<file path="src/rtl/ps2_key_rx_pkg.sv">
// Shared types and helpers for the PS/2 keyboard receiver: event record,
// prefix byte constants, decoder state encoding and scan-code to ASCII map.
package ps2_pkg;

  localparam logic [7:0] PS2_EXT = 8'hE0;
  localparam logic [7:0] PS2_BRK = 8'hF0;

  typedef struct packed {
    logic       ext;
    logic       brk;
    logic [7:0] code;
  } ps2_event_t;

  localparam int PS2_EVENT_W = $bits(ps2_event_t);

  typedef enum logic [1:0] {
    IDLE    = 2'd0,
    EXT     = 2'd1,
    BRK     = 2'd2,
    EXT_BRK = 2'd3
  } dec_state_t;

  // Set-2 letter scan codes map to upper-case ASCII; extended codes never do.
  function automatic logic [7:0] scan_to_ascii(input logic ext, input logic [7:0] code);
    logic [7:0] a;
    a = 8'h00;
    if (!ext) begin
      case (code)
        8'h1C: a = 8'h41; 8'h32: a = 8'h42; 8'h21: a = 8'h43; 8'h23: a = 8'h44;
        8'h24: a = 8'h45; 8'h2B: a = 8'h46; 8'h34: a = 8'h47; 8'h33: a = 8'h48;
        8'h43: a = 8'h49; 8'h3B: a = 8'h4A; 8'h42: a = 8'h4B; 8'h4B: a = 8'h4C;
        8'h3A: a = 8'h4D; 8'h31: a = 8'h4E; 8'h44: a = 8'h4F; 8'h4D: a = 8'h50;
        8'h15: a = 8'h51; 8'h2D: a = 8'h52; 8'h1B: a = 8'h53; 8'h2C: a = 8'h54;
        8'h3C: a = 8'h55; 8'h2A: a = 8'h56; 8'h1D: a = 8'h57; 8'h22: a = 8'h58;
        8'h35: a = 8'h59; 8'h1A: a = 8'h5A;
        default: a = 8'h00;
      endcase
    end
    return a;
  endfunction

endpackage

</file>
<file path="src/rtl/ps2_key_rx_if.sv">
// Key-event stream: valid/ready handshake carrying the decoded head event.
interface ps2_key_rx_if;
  logic       ev_valid;
  logic       ev_ready;
  logic [7:0] ev_code;
  logic       ev_ext;
  logic       ev_brk;
  logic [7:0] ev_ascii;

  modport master (output ev_valid, ev_code, ev_ext, ev_brk, ev_ascii, input ev_ready);
  modport slave  (input ev_valid, ev_code, ev_ext, ev_brk, ev_ascii, output ev_ready);
endinterface

</file>
<file path="src/rtl/ps2_key_rx_fifo.sv">
// Event FIFO: power-of-two ring buffer with occupancy counter. A push into a
// full FIFO is dropped (overflow pulse) unless a pop happens the same cycle.
module ps2_event_fifo #(
  parameter int DEPTH = 8,
  parameter int WIDTH = 10
) (
  input  logic             clk_in,
  input  logic             rst_n_in,
  input  logic             push,
  input  logic [WIDTH-1:0] push_data,
  input  logic             pop,
  output logic [WIDTH-1:0] head,
  output logic             not_empty,
  output logic             overflow
);

  localparam int AW = $clog2(DEPTH);

  logic [WIDTH-1:0] mem [DEPTH];
  logic [AW-1:0]    wr_ptr;
  logic [AW-1:0]    rd_ptr;
  logic [AW:0]      count;
  logic             full;
  logic             empty;
  logic             do_push;
  logic             do_pop;

  assign full    = (count == (AW+1)'(DEPTH));
  assign empty   = (count == '0);
  assign do_pop  = pop & ~empty;
  assign do_push = push & (~full | do_pop);

  // Pointer/occupancy bookkeeping and the overflow pulse.
  always_ff @(posedge clk_in or negedge rst_n_in) begin
    if (!rst_n_in) begin
      wr_ptr   <= '0;
      rd_ptr   <= '0;
      count    <= '0;
      overflow <= 1'b0;
    end else begin
      overflow <= push & full & ~do_pop;
      if (do_push) wr_ptr <= wr_ptr + 1'b1;
      if (do_pop)  rd_ptr <= rd_ptr + 1'b1;
      case ({do_push, do_pop})
        2'b10:   count <= count + 1'b1;
        2'b01:   count <= count - 1'b1;
        default: count <= count;
      endcase
    end
  end

  // Storage array; when full with a simultaneous pop, the slot being read this
  // cycle is the one overwritten at the edge, which is safe.
  always_ff @(posedge clk_in) begin
    if (do_push) mem[wr_ptr] <= push_data;
  end

  assign head      = empty ? '0 : mem[rd_ptr];
  assign not_empty = ~empty;

endmodule

</file>
<file path="src/rtl/ps2_key_rx.sv">
// PS/2 keyboard receiver: synchronises and de-glitches the keyboard lines,
// deframes 11-bit frames, decodes E0/F0 prefixes into key events, queues them
// in a FIFO and tracks the most recently pressed, still-held key.
module ps2_key_rx
  import ps2_pkg::*;
#(
  parameter int FIFO_DEPTH  = 8,
  parameter int TIMEOUT_CYC = 50000,
  parameter int FILTER_LEN  = 4
) (
  input  logic            clk_in,
  input  logic            rst_n_in,
  input  logic            key_clk,
  input  logic            key_data,
  ps2_key_rx_if.master    ev,
  output logic            held,
  output logic [8:0]      held_code,
  output logic            err_parity,
  output logic            err_frame,
  output logic            err_timeout,
  output logic            err_overflow
);

  localparam int             WD_W     = $clog2(TIMEOUT_CYC + 1);
  localparam logic [WD_W-1:0] WD_LAST  = WD_W'(TIMEOUT_CYC - 1);
  localparam logic [3:0]     FLT_LAST = 4'(FILTER_LEN - 1);

  logic clk_sync_p0, clk_sync_p1;
  logic data_sync_p0, data_sync_p1;
  logic clk_filt, clk_filt_prev;
  logic [3:0] flt_cnt;
  logic fall;

  // Two-flop synchronisers for both keyboard lines; idle level is high.
  always_ff @(posedge clk_in or negedge rst_n_in) begin
    if (!rst_n_in) begin
      clk_sync_p0  <= 1'b1;
      clk_sync_p1  <= 1'b1;
      data_sync_p0 <= 1'b1;
      data_sync_p1 <= 1'b1;
    end else begin
      clk_sync_p0  <= key_clk;
      clk_sync_p1  <= clk_sync_p0;
      data_sync_p0 <= key_data;
      data_sync_p1 <= data_sync_p0;
    end
  end

  // Stability filter: a new key_clk level is accepted only after it has been
  // seen on FILTER_LEN consecutive cycles, so short glitches never reach the deframer.
  always_ff @(posedge clk_in or negedge rst_n_in) begin
    if (!rst_n_in) begin
      clk_filt      <= 1'b1;
      clk_filt_prev <= 1'b1;
      flt_cnt       <= '0;
    end else begin
      clk_filt_prev <= clk_filt;
      if (clk_sync_p1 == clk_filt) begin
        flt_cnt <= '0;
      end else if (flt_cnt == FLT_LAST) begin
        clk_filt <= clk_sync_p1;
        flt_cnt  <= '0;
      end else begin
        flt_cnt <= flt_cnt + 1'b1;
      end
    end
  end

  assign fall = clk_filt_prev & ~clk_filt;

  // ---- deframer stage ----
  logic [3:0]      bit_cnt;
  logic [7:0]      rx_byte;
  logic            par_bit;
  logic [WD_W-1:0] wd_cnt;
  logic            frame_end;
  logic            parity_ok;
  logic            byte_ok;
  logic            timeout;
  logic            rx_err_frame;

  assign frame_end = fall && (bit_cnt == 4'd10);
  assign parity_ok = ^{rx_byte, par_bit};
  assign byte_ok   = frame_end & parity_ok & data_sync_p1;
  assign timeout   = !fall && (bit_cnt != 4'd0) && (wd_cnt == WD_LAST);

  // Bit counter, idle watchdog and deframing error pulses.
  always_ff @(posedge clk_in or negedge rst_n_in) begin
    if (!rst_n_in) begin
      bit_cnt      <= '0;
      wd_cnt       <= '0;
      err_parity   <= 1'b0;
      rx_err_frame <= 1'b0;
      err_timeout  <= 1'b0;
    end else begin
      err_parity   <= frame_end & ~parity_ok;
      rx_err_frame <= frame_end & parity_ok & ~data_sync_p1;
      err_timeout  <= timeout;
      if (fall) begin
        wd_cnt <= '0;
        if (bit_cnt == 4'd0) begin
          if (!data_sync_p1) bit_cnt <= 4'd1;
        end else if (bit_cnt == 4'd10) begin
          bit_cnt <= 4'd0;
        end else begin
          bit_cnt <= bit_cnt + 1'b1;
        end
      end else if (timeout) begin
        bit_cnt <= '0;
        wd_cnt  <= '0;
      end else if (bit_cnt != 4'd0) begin
        wd_cnt <= wd_cnt + 1'b1;
      end else begin
        wd_cnt <= '0;
      end
    end
  end

  // Data bits arrive LSB first; the parity bit is captured separately.
  always_ff @(posedge clk_in) begin
    if (fall && (bit_cnt >= 4'd1) && (bit_cnt <= 4'd8)) rx_byte <= {data_sync_p1, rx_byte[7:1]};
    if (fall && (bit_cnt == 4'd9)) par_bit <= data_sync_p1;
  end

  // ---- decoder stage ----
  dec_state_t state;
  ps2_event_t ev_p1;
  logic       vld_p1;
  logic       dec_err_frame;

  // Prefix decoder: E0/F0 set pending flags, any other byte completes an event.
  always_ff @(posedge clk_in or negedge rst_n_in) begin
    if (!rst_n_in) begin
      state         <= IDLE;
      ev_p1         <= '0;
      vld_p1        <= 1'b0;
      dec_err_frame <= 1'b0;
    end else begin
      vld_p1        <= 1'b0;
      dec_err_frame <= 1'b0;
      if (timeout) begin
        state <= IDLE;
      end else if (byte_ok) begin
        case (state)
          IDLE: begin
            if (rx_byte == PS2_EXT)      state <= EXT;
            else if (rx_byte == PS2_BRK) state <= BRK;
            else begin
              vld_p1     <= 1'b1;
              ev_p1.ext  <= 1'b0;
              ev_p1.brk  <= 1'b0;
              ev_p1.code <= rx_byte;
            end
          end
          EXT: begin
            if (rx_byte == PS2_EXT) begin
              dec_err_frame <= 1'b1;
              state         <= IDLE;
            end else if (rx_byte == PS2_BRK) begin
              state <= EXT_BRK;
            end else begin
              vld_p1     <= 1'b1;
              ev_p1.ext  <= 1'b1;
              ev_p1.brk  <= 1'b0;
              ev_p1.code <= rx_byte;
              state      <= IDLE;
            end
          end
          BRK, EXT_BRK: begin
            if (rx_byte == PS2_EXT || rx_byte == PS2_BRK) begin
              dec_err_frame <= 1'b1;
            end else begin
              vld_p1     <= 1'b1;
              ev_p1.ext  <= (state == EXT_BRK);
              ev_p1.brk  <= 1'b1;
              ev_p1.code <= rx_byte;
            end
            state <= IDLE;
          end
          default: state <= IDLE;
        endcase
      end
    end
  end

  assign err_frame = rx_err_frame | dec_err_frame;

  // Held-key tracking follows every decoded event, even one the FIFO drops.
  always_ff @(posedge clk_in or negedge rst_n_in) begin
    if (!rst_n_in) begin
      held      <= 1'b0;
      held_code <= '0;
    end else if (vld_p1) begin
      if (!ev_p1.brk) begin
        held      <= 1'b1;
        held_code <= {ev_p1.ext, ev_p1.code};
      end else if ({ev_p1.ext, ev_p1.code} == held_code) begin
        held <= 1'b0;
      end
    end
  end

  // ---- event queue stage ----
  logic [PS2_EVENT_W-1:0] head;
  ps2_event_t             head_ev;
  logic                   fifo_ne;
  logic                   pop;

  assign pop = fifo_ne & ev.ev_ready;

  ps2_event_fifo #(
    .DEPTH (FIFO_DEPTH),
    .WIDTH (PS2_EVENT_W)
  ) u_fifo (
    .clk_in    (clk_in),
    .rst_n_in  (rst_n_in),
    .push      (vld_p1),
    .push_data (ev_p1),
    .pop       (pop),
    .head      (head),
    .not_empty (fifo_ne),
    .overflow  (err_overflow)
  );

  assign head_ev     = ps2_event_t'(head);
  assign ev.ev_valid = fifo_ne;
  assign ev.ev_code  = head_ev.code;
  assign ev.ev_ext   = head_ev.ext;
  assign ev.ev_brk   = head_ev.brk;
  assign ev.ev_ascii = scan_to_ascii(head_ev.ext, head_ev.code);

endmodule

</file>
<file path="src/flat_wrapper.sv">
// flat-port wrapper written by rule: the top's interface ports become plain ports
module ps2_key_rx_flat import ps2_pkg::*;
#(
  parameter int FIFO_DEPTH  = 8,
  parameter int TIMEOUT_CYC = 50000,
  parameter int FILTER_LEN  = 4
)
  (clk_in, rst_n_in, key_clk, key_data, held, held_code, err_parity, err_frame, err_timeout, err_overflow, ev_ev_valid, ev_ev_code, ev_ev_ext, ev_ev_brk, ev_ev_ascii, ev_ev_ready);
  ps2_key_rx_if ev_i ();
  input  logic clk_in;
  input  logic rst_n_in;
  input  logic key_clk;
  input  logic key_data;
  output logic held;
  output logic [8:0] held_code;
  output logic err_parity;
  output logic err_frame;
  output logic err_timeout;
  output logic err_overflow;
  output wire logic [$bits(ev_i.ev_valid)-1:0] ev_ev_valid;
  output wire logic [$bits(ev_i.ev_code)-1:0] ev_ev_code;
  output wire logic [$bits(ev_i.ev_ext)-1:0] ev_ev_ext;
  output wire logic [$bits(ev_i.ev_brk)-1:0] ev_ev_brk;
  output wire logic [$bits(ev_i.ev_ascii)-1:0] ev_ev_ascii;
  input wire logic [$bits(ev_i.ev_ready)-1:0] ev_ev_ready;
  assign ev_ev_valid = ev_i.ev_valid;
  assign ev_ev_code = ev_i.ev_code;
  assign ev_ev_ext = ev_i.ev_ext;
  assign ev_ev_brk = ev_i.ev_brk;
  assign ev_ev_ascii = ev_i.ev_ascii;
  assign ev_i.ev_ready = ev_ev_ready;
  ps2_key_rx #(.FIFO_DEPTH(FIFO_DEPTH), .TIMEOUT_CYC(TIMEOUT_CYC), .FILTER_LEN(FILTER_LEN)) u_core (.clk_in(clk_in), .rst_n_in(rst_n_in), .key_clk(key_clk), .key_data(key_data), .ev(ev_i), .held(held), .held_code(held_code), .err_parity(err_parity), .err_frame(err_frame), .err_timeout(err_timeout), .err_overflow(err_overflow));
endmodule
</file>
<file path="config.mk">
export PLATFORM = sky130hd
export DESIGN_NAME = ps2_key_rx_flat
export DESIGN_NICKNAME = d
export VERILOG_FILES = /design/src/rtl/ps2_key_rx_pkg.sv /design/src/rtl/ps2_key_rx_if.sv /design/src/rtl/ps2_key_rx_fifo.sv /design/src/rtl/ps2_key_rx.sv /design/src/flat_wrapper.sv
export SDC_FILE = /design/constraint.sdc
export NUM_CORES = 1
export LEC_CHECK = 0
export CAP_MARGIN = 40
export CELL_PAD_IN_SITES_DETAIL_PLACEMENT = 1
export CELL_PAD_IN_SITES_GLOBAL_PLACEMENT = 1
export CORE_MARGIN = 2
export CORE_UTILIZATION = 45
export DETAILED_ROUTE_END_ITERATION = 6
export GPL_ROUTABILITY_DRIVEN = 0
export PLACE_DENSITY = 0.79
export SLEW_MARGIN = 40
export SYNTH_ARGS = -nofsm -noshare
export SYNTH_HDL_FRONTEND = slang
export SYNTH_SLANG_ARGS = --single-unit
</file>
<file path="constraint.sdc">
create_clock -name clk_in -period 3.8 [get_ports clk_in]
set_clock_uncertainty 0.15 [all_clocks]
set_input_delay 0.76 -clock clk_in [delete_from_list [all_inputs] [get_ports clk_in]]
set_output_delay 0.76 -clock clk_in [all_outputs]
set_load 0.03 [all_outputs]
</file>
==> impl_metrics.yaml, run 1 <==
clock_network:
  clk_pin_slew_ps: 60
  cts_buffer_depth: 2
  clk-insertion-delay-late_ps: 410
  hold_buffers: 0
  h-tree-depth: 4
  cts_buffers: 17
  cts.sinks: 157
  cts_root_buffer: "clkbuf_16"
  cts_tree: "done"
global_route:
  antenna_found_initial: 0
  grt_pass1_wl_um: 28470
  first_global_vias: 5133
  grt_use_total_pct: 22.45
  overflow: 0
  grt_max_degree: 69
synthesis:
  synth_seq_cells: 157
  ys_seq_area_share_pct: 61.47
  synth_top_cell_by_area: "edfxtp_1"
  syn_area_mm2: 0.007128
  synthTopCellsByCount: "89 x edfxtp_1, 62 x dfrtp_1, 59 x nand2_1, 49 x nor2_1, 21 x xor2_1"
  synth.area.top_cells: "edfxtp_1 37%, dfrtp_1 22%, mux4_2 5.7%"
  synth_ff_type: "edfxtp_1"
  synth_warnings: 0
  synth_top_area_share_pct: 37.49
  yosysMostFrequentCell: "edfxtp_1"
  ys_types: 68
  syn_inst: 540
  synth-edff-count: 89
  synthArstFlopShare_pct: 43.31
  syn_avg_cell_area_um2: 13.20
detailed_routing:
  drcViolationCount: 0
  drt_iter0_drc: 222
  ant_nets: 0
  viasPerCell: 5.595
  num_vias: 4722
  routed_wl_um: 18010
  post_drt_wl_per_cell_um: 21.34
  drtPass1Iterations: 4
power_and_ir_drop:
  p_leak_nw: 3.267
  netSwitchingFraction_pct: 33.31
  powerDensity_mw_per_mm2: 681.8
  total_power_mw: 6.038
  p_seq_share_pct: 36.1
  power_frac_clock_pct: 31.4
  combPwrFrac_pct: 32.5
  switching_power_mw: 2.011
  intPower_mw: 4.027
  ir_drop_mv: 0.3671
timing:
  setup-tns-final_ps: -788.4
  final_max_slew_viol_count: 0
  worst_pin_slew_ps: 791.3
  final.period_utilization_pct: 104.9
  slew_headroom_pct: 46.76
  rsz0062_at_grt: "true"
  fin_crit_ps: 3986
  max_freq_ghz: 0.2509
  finalHoldViolations: 0
  finalSetupViolCount: 6
  hold_ws_ps: 207.3
  fin_ws_ps: -185.8
worst_setup_path:
  arrival_ps: 3080
  cp-start-kind: "register"
  cp_common_cell: "buf_4"
  cp.required_ps: 2890
  critPathMaxFanout: 5
  crit_path_max_incr_delay_ps: 540
  worstSetupPathType: "reg2out"
  end_kind: "primary output"
  cp_slowest_cell: "mux4_2"
  crit_chain: "mux4_2, o211ai_4, ha_2, nand4_1, buf_4, a21boi_1, o21ai_1, nand2b_1, o32ai_2, buf_4"
final_layout:
  drive_above_1_share_pct: 25.96
  nFillCells: 1556
  final_area_mm2: 0.008856
  multi_input_area_mm2: 0.002790
  regArea_mm2: 0.004384
  area_growth_pct: 24.24
  num_antenna_cells: 0
  fin_util_pct: 56.57
  layoutNonFillerInstCount: 844
  fin_nets: 635
status:
  outcome: "finished with violations"
  violations: "negative setup slack"
placement:
  pre_cts_slack_ps: 89.32
  hpwl_um: 11710
  dpl.cell_count: 799
  post_dp_cell_area_mm2: 0.007893
  port_buffers: 35
floorplan:
  dieArea_mm2: 0.01686
  rows: 46
  core_area_mm2: 0.01566
  die_h_um: 129.9
  start_util_pct: 45.53
  dieWidth_um: 129.9
  ios: 38
job:
  max-cap-violations: 0
min_path:
  worst_hold_path_type: "reg2reg"
## worst paths after layout
| check | start | end | slack, ps | cells after the start |
|---|---|---|---|---|
| hold reg to reg | u_core.clk_sync_p0 | u_core.clk_sync_p1 | 210 | 0 |
| min in group asynchronous | rst_n_in | u_core.wd_cnt[10] | 280 | 2 |
| hold / removal | u_core.clk_sync_p0 | u_core.clk_sync_p1 | 210 | 0 |
| max in group asynchronous | rst_n_in | u_core.u_fifo.rd_ptr[0] | 2730 | 2 |
| setup / recovery | u_core.u_fifo.rd_ptr[0] | ev_ev_ascii[0] | -190 | 10 |
| setup reg to reg | u_core.rx_byte[4] | u_core.state[0] | 920 | 7 |
## sequential cells by signal (all words and copies together), names as in the netlist, 2 cells and up
name and flops:
u_core.bit_cnt 4, u_core.ev_p1 10, u_core.flt_cnt 4, u_core.held_code 9
u_core.rx_byte 8, u_core.state 2, u_core.u_fifo.count 4, u_core.u_fifo.mem 80
u_core.u_fifo.rd_ptr 3, u_core.u_fifo.wr_ptr 3, u_core.wd_cnt 16
## power groups by stage
stage / logic [mW] / clock network, mW / registers, mW
after floorplan: 1.24 / 0 / 2.12
after global placement: 1.60 / 0 / 2.18
after detailed placement: 1.69 / 0 / 2.20
after CTS: 1.84 / 1.92 / 2.18
after global routing: 2.12 / 1.98 / 2.21
final: 1.96 / 1.90 / 2.18
## critical path: cells and delay by family, from the launching register on
kind,cells,cell delay [ps]
multiplexers,1,540
AO/OA/AOI/OAI,4,820
AND/OR/NAND/NOR,2,230
flip-flops,1,430
adder cells (fa/ha/maj),1,240
buffers and inverters,2,390
## logic make-up after synthesis
group / after synthesis / share of synthesized area, %
compound gates: 64 / 6.319
xor+xnor: 39 / 4.985
fa+ha+maj: 15 / 2.738
buf+inv: 37 / 2.598
flops: 157 / 61.47
mux: 40 / 9.180
other cells: 1 / 0.05261
simple gates: 187 / 12.66
## per-layer routing
layer	track usage (%)	vias to the layer above	share of wire [%]
li1	-	2113	-
met1	27.47	2445	41
met2	40.01	126	53
met3	3.362	38	2.8
met4	9.108	0	3.0
met5	0	-	0
## layout make-up
| cell class | count | area share (%) |
|---|---|---|
| clock inverters | 11 | 2.444 |
| clock buffers | 21 | 4.973 |
| flip-flops and latches | 157 | 49.51 |
| multi-input cells | 347 | 31.51 |
| repair buffers | 74 | 7.658 |
| well taps | 216 | 3.052 |
| inverters | 18 | 0.8618 |
## cell usage in the layout, fill, tap and decap left out, types with 4 or more instances in the layout
cell             Yosys  layout
ha_1                14      10
bufinv_16            0       6
mux2_2              13      13
nor2_1              49      44
dfrtp_1             62      60
mux4_2              18      18
nand3_1             12      11
nand4_1              4       4
nand2b_1            12      10
dfstp_2              6       6
or3_1                5       4
edfxtp_1            89      89
xnor2_1             17      17
buf_6                3       6
clkinvlp_4           0       4
nor2_2               1       6
a21oi_1             12       9
mux2i_1              8       8
xor2_1              21      21
and3_1               5       5
clkbuf_1             4       4
nor4_1               4       4
o21ai_0             11       8
nand2_1             59      58
clkbuf_16            0      17
nor3_1              14       9
nor2b_1              6       6
clkdlybuf4s50_1      0      28
buf_4                4      36
inv_2                4       4
inv_1               14      11
## what timing repair did
item / 4_1_cts / 5_1_grt
resized for setup: 29 / 25
pin swaps: 5 / 17
buffers inserted: 9 / 6
endpoints found under the setup margin: 6 / 6
No activity file was read; power rests on OpenSTA's default activity.
==> run 2: changes to the inputs <==
--- a/config.mk
+++ b/config.mk
@@ -9,10 +9,10 @@
 export CELL_PAD_IN_SITES_DETAIL_PLACEMENT = 1
 export CELL_PAD_IN_SITES_GLOBAL_PLACEMENT = 1
 export CORE_MARGIN = 2
-export CORE_UTILIZATION = 45
+export CORE_UTILIZATION = 40
 export DETAILED_ROUTE_END_ITERATION = 6
 export GPL_ROUTABILITY_DRIVEN = 0
-export PLACE_DENSITY = 0.79
+export PLACE_DENSITY = 0.72
 export SLEW_MARGIN = 40
 export SYNTH_ARGS = -nofsm -noshare
 export SYNTH_HDL_FRONTEND = slang
==> impl_metrics.yaml, run 2 (same netlist as run 1, synthesis figures left out) <==
final_layout:
  multi_input_area_mm2: 0.002675
  regArea_mm2: 0.004384
  fin_nets: 636
  num_antenna_cells: 0
  drive_above_1_share_pct: 23.37
  mostFrequentLayoutCells: "89 x edfxtp_1, 60 x dfrtp_1, 59 x nand2_1"
  top_regs: "u_core.u_fifo.mem: 80 flops, u_core.wd_cnt: 16 flops, u_core.ev_p1: 10 flops"
  nFillCells: 1748
  layout_commonest_cell: "edfxtp_1"
  largest_reg_flops: 80
  area_growth_pct: 21.06
  regMostFlops: "u_core.u_fifo.mem"
min_path:
  holdPathStages: 0
  worst_hold_path_type: "reg2reg"
detailed_routing:
  drt_iter0_drc: 239
  routed_wl_um: 16200
  ant_nets: 0
  drtPass1Iterations: 4
  num_vias: 4580
  viasPerCell: 5.363
  drcViolationCount: 0
  post_drt_wl_per_cell_um: 18.97
timing:
  final_max_slew_viol_count: 0
  fin_ws_ps: -271.5
  finalHoldViolations: 0
  final.period_utilization_pct: 107.1
  fin_crit_ps: 4072
  slew_headroom_pct: 56.79
  rsz0062_at_grt: "true"
  max_freq_ghz: 0.2456
  hold_ws_ps: 209.6
  finalSetupViolCount: 6
  worst_pin_slew_ps: 648.1
placement:
  port_buffers: 35
  hpwl_um: 11410
worst_setup_path:
  r2r_setup_slack_ps: 1020
  r2r_cells: 7
  cp-start-kind: "register"
  worstSetupPathType: "reg2out"
  cp.required_ps: 2890
  end_kind: "primary output"
  reg2reg_to: "u_core.state[0]"
  critPathMaxFanout: 5
  arrival_ps: 3160
  crit_start: "u_core.u_fifo.rd_ptr[1]"
  reg2reg_from: "u_core.rx_byte[2]"
  critPathCapture: "ev_ev_ascii[6]"
global_route:
  antenna_found_initial: 0
  grt_use_total_pct: 18.55
  grt_pass1_wl_um: 26570
  first_global_vias: 4994
  grt_max_degree: 69
  overflow: 0
floorplan:
  die_h_um: 137.5
  dieArea_mm2: 0.01890
  dieWidth_um: 137.5
  rows: 48
  ios: 38
  core_area_mm2: 0.01736
  start_util_pct: 41.07
job:
  max-cap-violations: 0
clock_network:
  hold_buffers: 0
  h-tree-depth: 4
  cts_buffer_depth: 2
  cts_buffers: 17
  clk-insertion-delay-late_ps: 410
  cts_tree: "done"
  clk_pin_slew_ps: 60
  cts.sinks: 157
  cts_root_buffer: "clkbuf_16"
power_and_ir_drop:
  p_leak_nw: 3.206
  powerDensity_mw_per_mm2: 644.3
  ir_drop_mv: 0.3470
  total_power_mw: 5.560
status:
  violations: "negative setup slack"
  outcome: "finished with violations"
-- run 2: cell count changes in the layout (fill, tap and decap cells not counted), moves of 3 or more --
cell        change
bufinv_16       -6
clkinvlp_4      -3
clkbuf_8        +4
nor3_1          +4
clkinv_2        +3
buf_4           +6
-- run 2: worst min path at each step --
stage / startpoint / endpoint / slack (ps)
after floorplan: u_core.clk_sync_p0 / u_core.clk_sync_p1 / 200
after global placement: u_core.clk_sync_p0 / u_core.clk_sync_p1 / 200
after detailed placement: u_core.clk_sync_p0 / u_core.clk_sync_p1 / 200
after CTS: u_core.clk_sync_p0 / u_core.clk_sync_p1 / 210
after global routing: u_core.clk_sync_p0 / u_core.clk_sync_p1 / 210
final: u_core.clk_sync_p0 / u_core.clk_sync_p1 / 210
-- run 2: cell type report --
type,count,share of cell area (%)
Timing Repair Buffer,75,7.482
Sequential cell,157,50.80
Tap cell,225,3.262
Multi-Input combinational cell,347,31.00
Clock inverter,5,0.3045
Clock buffer,27,6.322
Inverter,18,0.8264
-- run 2: critical path, cell delays in order, from the launching register on --
cell and delay, ps:
dfrtp_2 430, mux4_2 520, nand2b_4 150, o211ai_1 160
ha_2 270, nand4_1 120, a21boi_2 190, nor3b_1 130
or4_1 450, a21oi_4 180, buf_6 140
-- run 2: through the flow --
stage | TNS (ps) | instance area (µm²) | setup slack [ps] | utilization [%] | instances
after floorplan | -180.6 | 7189 | -180.6 | - | 541
after detailed placement | 0 | 7944 | 47.77 | 45.77 | 817
after global routing | -1625 | 8630 | -385.5 | 49.72 | 854
after CTS | -1134 | 8589 | -281.1 | 49.49 | 855
after global placement | 0 | 7935 | 170.7 | 45.72 | 817
final | -795.9 | 8630 | -271.5 | 49.72 | 854
-- run 2: repair_timing --
action,4_1_cts,5_1_grt
gates resized for setup,10,10
pin swaps,6,9
endpoints found under the setup margin,6,6
setup buffers,6,1
-- run 2: report_power, final --
| part | total (mW) | switching (mW) | internal (mW) |
|---|---|---|---|
| clock network | 1.60 | 0.625 | 0.980 |
| registers | 2.18 | 0.207 | 1.97 |
| logic | 1.78 | 1.02 | 0.756 |
-- run 2: layer usage --
| metal | vias up | part of all wire, % | GRT usage (%) |
|---|---|---|---|
| met3 | 31 | 3.0 | 2.759 |
| met2 | 88 | 51 | 31.59 |
| li1 | 2117 | - | - |
| met1 | 2344 | 43 | 23.76 |
| met4 | 0 | 2.4 | 7.675 |
| met5 | - | 0 | 0 |
